<file path="src/rtl/svga_pixel_fifo.sv">
// svga_pixel_fifo: elastic 12-bit RGB pixel buffer re-timed onto the SVGA
// raster. The producer writes through valid/ready with an sof marker. The
// raster side pops on de, aligned by frame_start.
// Optional build macro SVGA_PIXFIFO_UFLOW_MARK_EN: pixels blanked because of
// underflow or a short producer frame show magenta for one cycle, not black.
module svga_pixel_fifo #(
  parameter int DEPTH = 16,
  localparam int AW = $clog2(DEPTH)
) (
  input  logic          clk,
  input  logic          rst_n,
  input  logic          s_valid,
  output logic          s_ready,
  input  logic [11:0]   s_data,
  input  logic          s_sof,
  input  logic          de,
  input  logic          frame_start,
  input  logic          err_clr,
  output logic [3:0]    red,
  output logic [3:0]    green,
  output logic [3:0]    blue,
  output logic          uflow,
  output logic          desync,
  output logic [AW:0]   level
);

  typedef enum logic [1:0] {SYNC, ARMED, RUN} state_e;

`ifdef SVGA_PIXFIFO_UFLOW_MARK_EN
  localparam logic [11:0] MARK_RGB = 12'hF0F;
`else
  localparam logic [11:0] MARK_RGB = 12'h000;
`endif

  logic [12:0]  mem_q [DEPTH];
  logic [AW:0]  wr_ptr_q, rd_ptr_q, level_w;
  state_e       state_q, state_d;
  logic [11:0]  rgb_q, rgb_d;
  logic         uflow_q, desync_q;
  logic         set_uf, set_ds, mark;
  logic         push, pop, empty, full, head_sof;
  logic [12:0]  head;

  // Extra pointer bit distinguishes full from empty; the occupancy is the difference.
  assign level_w  = wr_ptr_q - rd_ptr_q;
  assign empty    = (level_w == '0);
  assign full     = (level_w == (AW+1)'(DEPTH));
  // No push-through when full: ready depends only on stored occupancy.
  assign s_ready  = !full;
  assign push     = s_valid && !full;
  assign head     = mem_q[rd_ptr_q[AW-1:0]];
  assign head_sof = !empty && head[12];

  // Storage array; pointers carry the reset, so the data needs none.
  always_ff @(posedge clk) begin
    if (push) mem_q[wr_ptr_q[AW-1:0]] <= {s_sof, s_data};
  end

  // Raster alignment decision: what to pop, what to show, which errors to raise.
  always_comb begin
    state_d = state_q;
    pop     = 1'b0;
    rgb_d   = 12'h000;
    set_uf  = 1'b0;
    set_ds  = 1'b0;
    mark    = 1'b0;
    case (state_q)
      SYNC: begin
        // Drop stale pixels until a frame head lines up with frame_start.
        if (frame_start && head_sof) state_d = ARMED;
        else if (!empty && !head_sof) pop = 1'b1;
      end
      ARMED: begin
        if (!frame_start && de && !empty) begin
          pop     = 1'b1;
          rgb_d   = head[11:0];
          state_d = RUN;
        end
      end
      RUN: begin
        if (frame_start) begin
          // A new frame start outranks de. Any leftover non-sof data means the producer frame was too long.
          if (empty)         state_d = SYNC;
          else if (head_sof) state_d = ARMED;
          else begin
            set_ds  = 1'b1;
            state_d = SYNC;
          end
        end else if (de) begin
          if (empty) begin
            set_uf  = 1'b1;
            mark    = 1'b1;
            state_d = SYNC;
          end else if (head_sof) begin
            // The producer frame was too short. Keep the sof pixel for the next frame.
            set_ds  = 1'b1;
            mark    = 1'b1;
            state_d = SYNC;
          end else begin
            pop   = 1'b1;
            rgb_d = head[11:0];
          end
        end
      end
      default: state_d = SYNC;
    endcase
    if (mark) rgb_d = MARK_RGB;
  end

  // Pointers, state, registered DAC pixel and sticky flags.
  always_ff @(posedge clk or negedge rst_n) begin
    if (!rst_n) begin
      wr_ptr_q <= '0;
      rd_ptr_q <= '0;
      state_q  <= SYNC;
      rgb_q    <= 12'h000;
      uflow_q  <= 1'b0;
      desync_q <= 1'b0;
    end else begin
      if (push) wr_ptr_q <= wr_ptr_q + 1'b1;
      if (pop)  rd_ptr_q <= rd_ptr_q + 1'b1;
      state_q  <= state_d;
      rgb_q    <= rgb_d;
      uflow_q  <= set_uf | (uflow_q & ~err_clr);
      desync_q <= set_ds | (desync_q & ~err_clr);
    end
  end

  assign red    = rgb_q[11:8];
  assign green  = rgb_q[7:4];
  assign blue   = rgb_q[3:0];
  assign uflow  = uflow_q;
  assign desync = desync_q;
  assign level  = level_w;

endmodule

</file>
<file path="config.mk">
export PLATFORM = sky130hd
export DESIGN_NAME = svga_pixel_fifo
export DESIGN_NICKNAME = d
export VERILOG_FILES = /design/src/rtl/svga_pixel_fifo.sv
export SDC_FILE = /design/constraint.sdc
export NUM_CORES = 1
export LEC_CHECK = 0
export ABC_AREA = 1
export BUFFER_PORTS_ARGS = -buffer_cell sky130_fd_sc_hd__buf_2
export CORE_AREA = 2 2 127 129
export DETAILED_ROUTE_END_ITERATION = 8
export DIE_AREA = 0 0 129 131
export GPL_ROUTABILITY_DRIVEN = 0
export PLACE_DENSITY = 0.89
export SYNTH_ARGS = -nofsm -noshare
export SYNTH_HDL_FRONTEND = slang
export SYNTH_SLANG_ARGS = --single-unit
</file>
<file path="constraint.sdc">
create_clock -name clk -period 5.4 [get_ports clk]
set_input_delay 0.54 -clock clk [delete_from_list [all_inputs] [get_ports clk]]
set_output_delay 0.54 -clock clk [all_outputs]
set_load 0.03 [all_outputs]
</file>
==> flow_results.org <==
** Die
- DIE HEIGHT :: 131 um
- Area enclosed by the die boundary :: 0.01690 mm^2
- Starting Density :: about 63%
- Floorplan row count :: between 40 and 50
- The die is between 100 and 150 um wide.
- The core region is ~0.016 mm^2.
- Boundary pin count :: 39

** STA
- Period Utilization, post-route :: between 70 and 80%
- Transition time of the tightest slew-check pin :: 1.198 ns
- Maximum clock rate :: between 0.2 and 0.25 GHz
- Accumulated negative setup slack :: 0 ns
- Unrepaired setup endpoints after global routing :: no
- Number of hold violations in the final report :: 0
- Measured against its own limit, the worst slew margin works out to 19.86%.
- The worst path in the final design needs a cycle of around 4.2 ns, including I/O delays and setup.
- Skew final :: roughly 0.023 ns
- The number of max-slew violations in the final report was 0.
- Setup violations remaining at the end of the flow were counted as 0.

** Critical path
- The worst register-to-register path begins at rd_ptr_q[2].
- STA classifies the critical path startpoint as a register.
- For the worst setup path, the data arrival time is 4.31 ns.
- Critical path capture point type :: register
- Cell repeated most along the worst path :: nand2_1
- The endpoint identified for the worst register-to-register timing path is mem_q[3][7].
- Required arrival time at the worst endpoint :: 5.52 ns
- The critical path starts at rd_ptr_q[2].
- Among all stages on the critical path, the largest delay is contributed by nor2_1.
- Worst-path cell chain :: inv_1 > ha_1 > a21oi_1 > nand2_1 > nand2_1 > nand2_1 > nand3_2 > nand2_2 > inv_2 > nand2_2 > nor2_1
- Sum of buffers and inverters on the critical path :: 2
- R2r worst-path depth :: 11
- In this run the number of cells on the critical path is 11.
- Grouping stages by cell kind, the critical path spends the most delay in simple AND/OR/NAND/NOR gates.
- Worst setup path endpoint :: mem_q[3][7]
- Worst-case register-to-register setup slack :: 1.21 ns
- Critical path fanouts, max :: 19
- The worst setup path is of the register to register kind.
- Crit-path max cell delay :: approximately 0.9 ns

** Cells and area
- Seq. cell area :: between 0.006 and 0.007 mm^2
- Number of nets in the final layout :: just under 900
- The filler cells instantiated in the layout total around 970.
- Final non-filler cell total :: 1065
- At the end of the flow the core is filled with cells to between 60% and 70%.
- Compared with the post-synthesis result, the final layout area differs by 10.58%.
- Fraction of final layout cells with drive strength greater than 1 :: between 10% and 20%
- The number of antenna diodes in the final layout is 0.
- Total area of multi-input combinational cells :: approximately 0.0026 mm^2

** CTS
- TritonCTS built the clock tree.
- After clock tree synthesis, the clock-pin slew on the worst setup and hold paths is ~0.06 ns.
- The clock passes through at most 3 buffers.
- Clk Tree Root Cell :: clkbuf_16
- CTS saw 234 sinks.
- Once the clock tree was built, the resizer swapped 0 gates to a different size.
- The number of clock buffers added by TritonCTS is 23.
- After clock tree synthesis, the setup repair step added 0 buffers.
- Hold bufs inserted after CTS :: 0
- H-tree levels :: 1
- Clock latency reported for the late side of the worst-skew pair :: 0.53 ns

** Synthesis
- In this run the mean area of a mapped cell was around 12 um^2.
- Total of flip-flops plus latches after synthesis :: about 230
- Primary flip-flop cell chosen by synthesis mapping :: edfxtp_1
- Synthesis produced a netlist with a net count of ~840.
- Largest area contributor in the netlist :: edfxtp_1
- Post-synthesis instance total :: between 800 and 900
- After synthesis, the cell types taking the most area are edfxtp_1 63%, nand2_1 8.1%, dfrtp_1 6.6%, nand3_1 3.1%, a21oi_1 2.6%.
- The number of different library cells used by synthesis comes to 36.
- The share of the Yosys chip area taken by registers is 69.93%.
- Number of enable flip-flop cells after synthesis :: about 210
- Cell area after synthesis :: 0.009862 mm^2
- In this run the biggest area consumer among cell types represents a little under two thirds of the synthesized area.
- Count of warnings emitted by yosys :: 0
- Counting flops with an async set or reset pin after synthesis yields a share of around 11%.
- By instance count, the leading cell after synthesis is nand2_1.
- Most frequent cells after synthesis :: 212 x nand2_1, 208 x edfxtp_1, 61 x nand3_1, 51 x a21oi_1, 44 x nor2_1

** Detailed routing
- Detailed routing inserted a total of ~6600 vias.
- Detailed Route Iter0 Violations :: ~1100
- Using the TritonRoute via totals, the vias-per-cell ratio works out to about 6.2.
- Residual DRC :: 0
- WL/cell :: around 21 um
- Before antenna repair, the detailed router went through 6 iterations.
- Summed over all layers, the routed wires come to 22760 um.
- Once detail routing completed, the nets flagged for antenna violations numbered 0.

** Place
- Counting tap cells, the placed design contains a total of 1023 instances.
- Count of buffers inserted at the top-level ports :: 38
- The HPWL after detailed placement is approximately 14000 um.

** Global route
- The number of antenna violations at the first check in global routing was 0.
- Global routing used 26.96% of the available tracks.
- Number of global-route vias before repair :: 6237
- Entering global routing, the biggest net connects approximately 110 pins.
- GRT overflow :: 0
- The first global-routing pass estimated 34000 um of wire.

** Pwr
- The completed layout was analyzed and its total power is slightly above 6 mW.
- IR analysis of the VDD net gives a maximum drop of around 0.35 mV.
- PwrDens :: 561.0 mW/mm^2
- Static leakage :: slightly above 4 nW

** Min path
- Path type of the worst min-delay path :: input pin to asynchronous set/reset pin

** Job
- Count of max-cap constraint violations :: 0

** Run status
- Result of the run :: finished, final reports clean
layer usage:
layer / vias to the layer above / track usage, % / part of all wire [%]
li1: 2921 / - / -
met3: 83 / 4.560 / 11
met4: 0 / 12.66 / 4.3
met2: 500 / 43.20 / 47
met5: - / 0 / 0
met1: 3145 / 36.75 / 38
cells by family (layout without fill, tap and decap cells):
| kind of cell | Yosys count | in the layout | share of synthesized area, % |
|---|---|---|---|
| flip-flops | 234 | 234 | 69.93 |
| AND/OR/NAND/NOR | 371 | 371 | 16.42 |
| adder cells (fa/ha/maj) | 14 | 14 | 1.852 |
| buffers and inverters | 77 | 116 | 3.958 |
| XOR/XNOR | 8 | 8 | 0.7105 |
| AO/OA/AOI/OAI | 106 | 106 | 7.130 |
metrics by stage:
step	instance area (um^2)	setup WS [ns]	hold slack [ns]
6_report	10910	1.213	0.05223
5_1_grt	10910	1.040	0.09261
4_1_cts	10910	1.358	0.05251
3_5_place_dp	10150	1.402	0.4630
3_3_place_gp	10150	1.579	0.4640
2_1_floorplan	9862	1.626	0.2444
flip-flops by register name, indices dropped and copies added (netlist names):
name      cells
mem_q       208
rd_ptr_q      5
rgb_q        12
state_q       2
wr_ptr_q      5
desync        1
uflow         1
worst reg2reg max path, cell delays in order, from the launching register on:
cell and delay [ns]:
dfrtp_1 0.78, inv_1 0.44, ha_1 0.46, a21oi_1 0.21, nand2_1 0.10, nand2_1 0.08
nand2_1 0.12, nand3_2 0.12, nand2_2 0.26, inv_2 0.18, nand2_2 0.13, nor2_1 0.91
cell type report:
| type | count | share of cell area, % |
|---|---|---|
| clock buffers | 29 | 5.484 |
| flip-flops and latches | 234 | 63.29 |
| clock inverters | 13 | 1.469 |
| well taps | 216 | 2.478 |
| repair buffers | 41 | 1.950 |
| inverters | 33 | 1.170 |
| multi-input cells | 499 | 24.16 |
placed cells by master (no fill, tap or decap), types with 4 or more instances in the layout:
cell        instances
a32o_1             12
clkbuf_16          23
or2_2              12
o311ai_1           12
clkbuf_1            6
buf_2              38
ha_1               13
edfxtp_1          208
nand2_2             7
a22oi_1             9
nor3_2             12
clkinvlp_4          4
inv_2               5
inv_1              26
nor2_2             12
o211ai_1           12
dfrtp_1            24
xor2_1              6
a21oi_1            51
nand3_2             5
nand2_1           212
nor2_1             44
nand3_1            61
worst min-delay path by stage:
stage / start / to / slack (ns) / cells after the start
floorplan: rst_n / desync / 0.24 / 0
finish: rst_n / rgb_q[3] / 0.05 / 1
global placement: desync / desync / 0.46 / 2
detailed placement: desync / desync / 0.46 / 2
CTS: rst_n / rgb_q[5] / 0.05 / 1
global route: rst_n / rgb_q[2] / 0.09 / 1
report_power, final:
part,switching (mW),total [mW],internal [mW]
Combinational,1.54,2.15,0.610
Clock,0.676,1.61,0.937
Sequential,0.150,2.35,2.20
(Power assumes the default switching activity.)
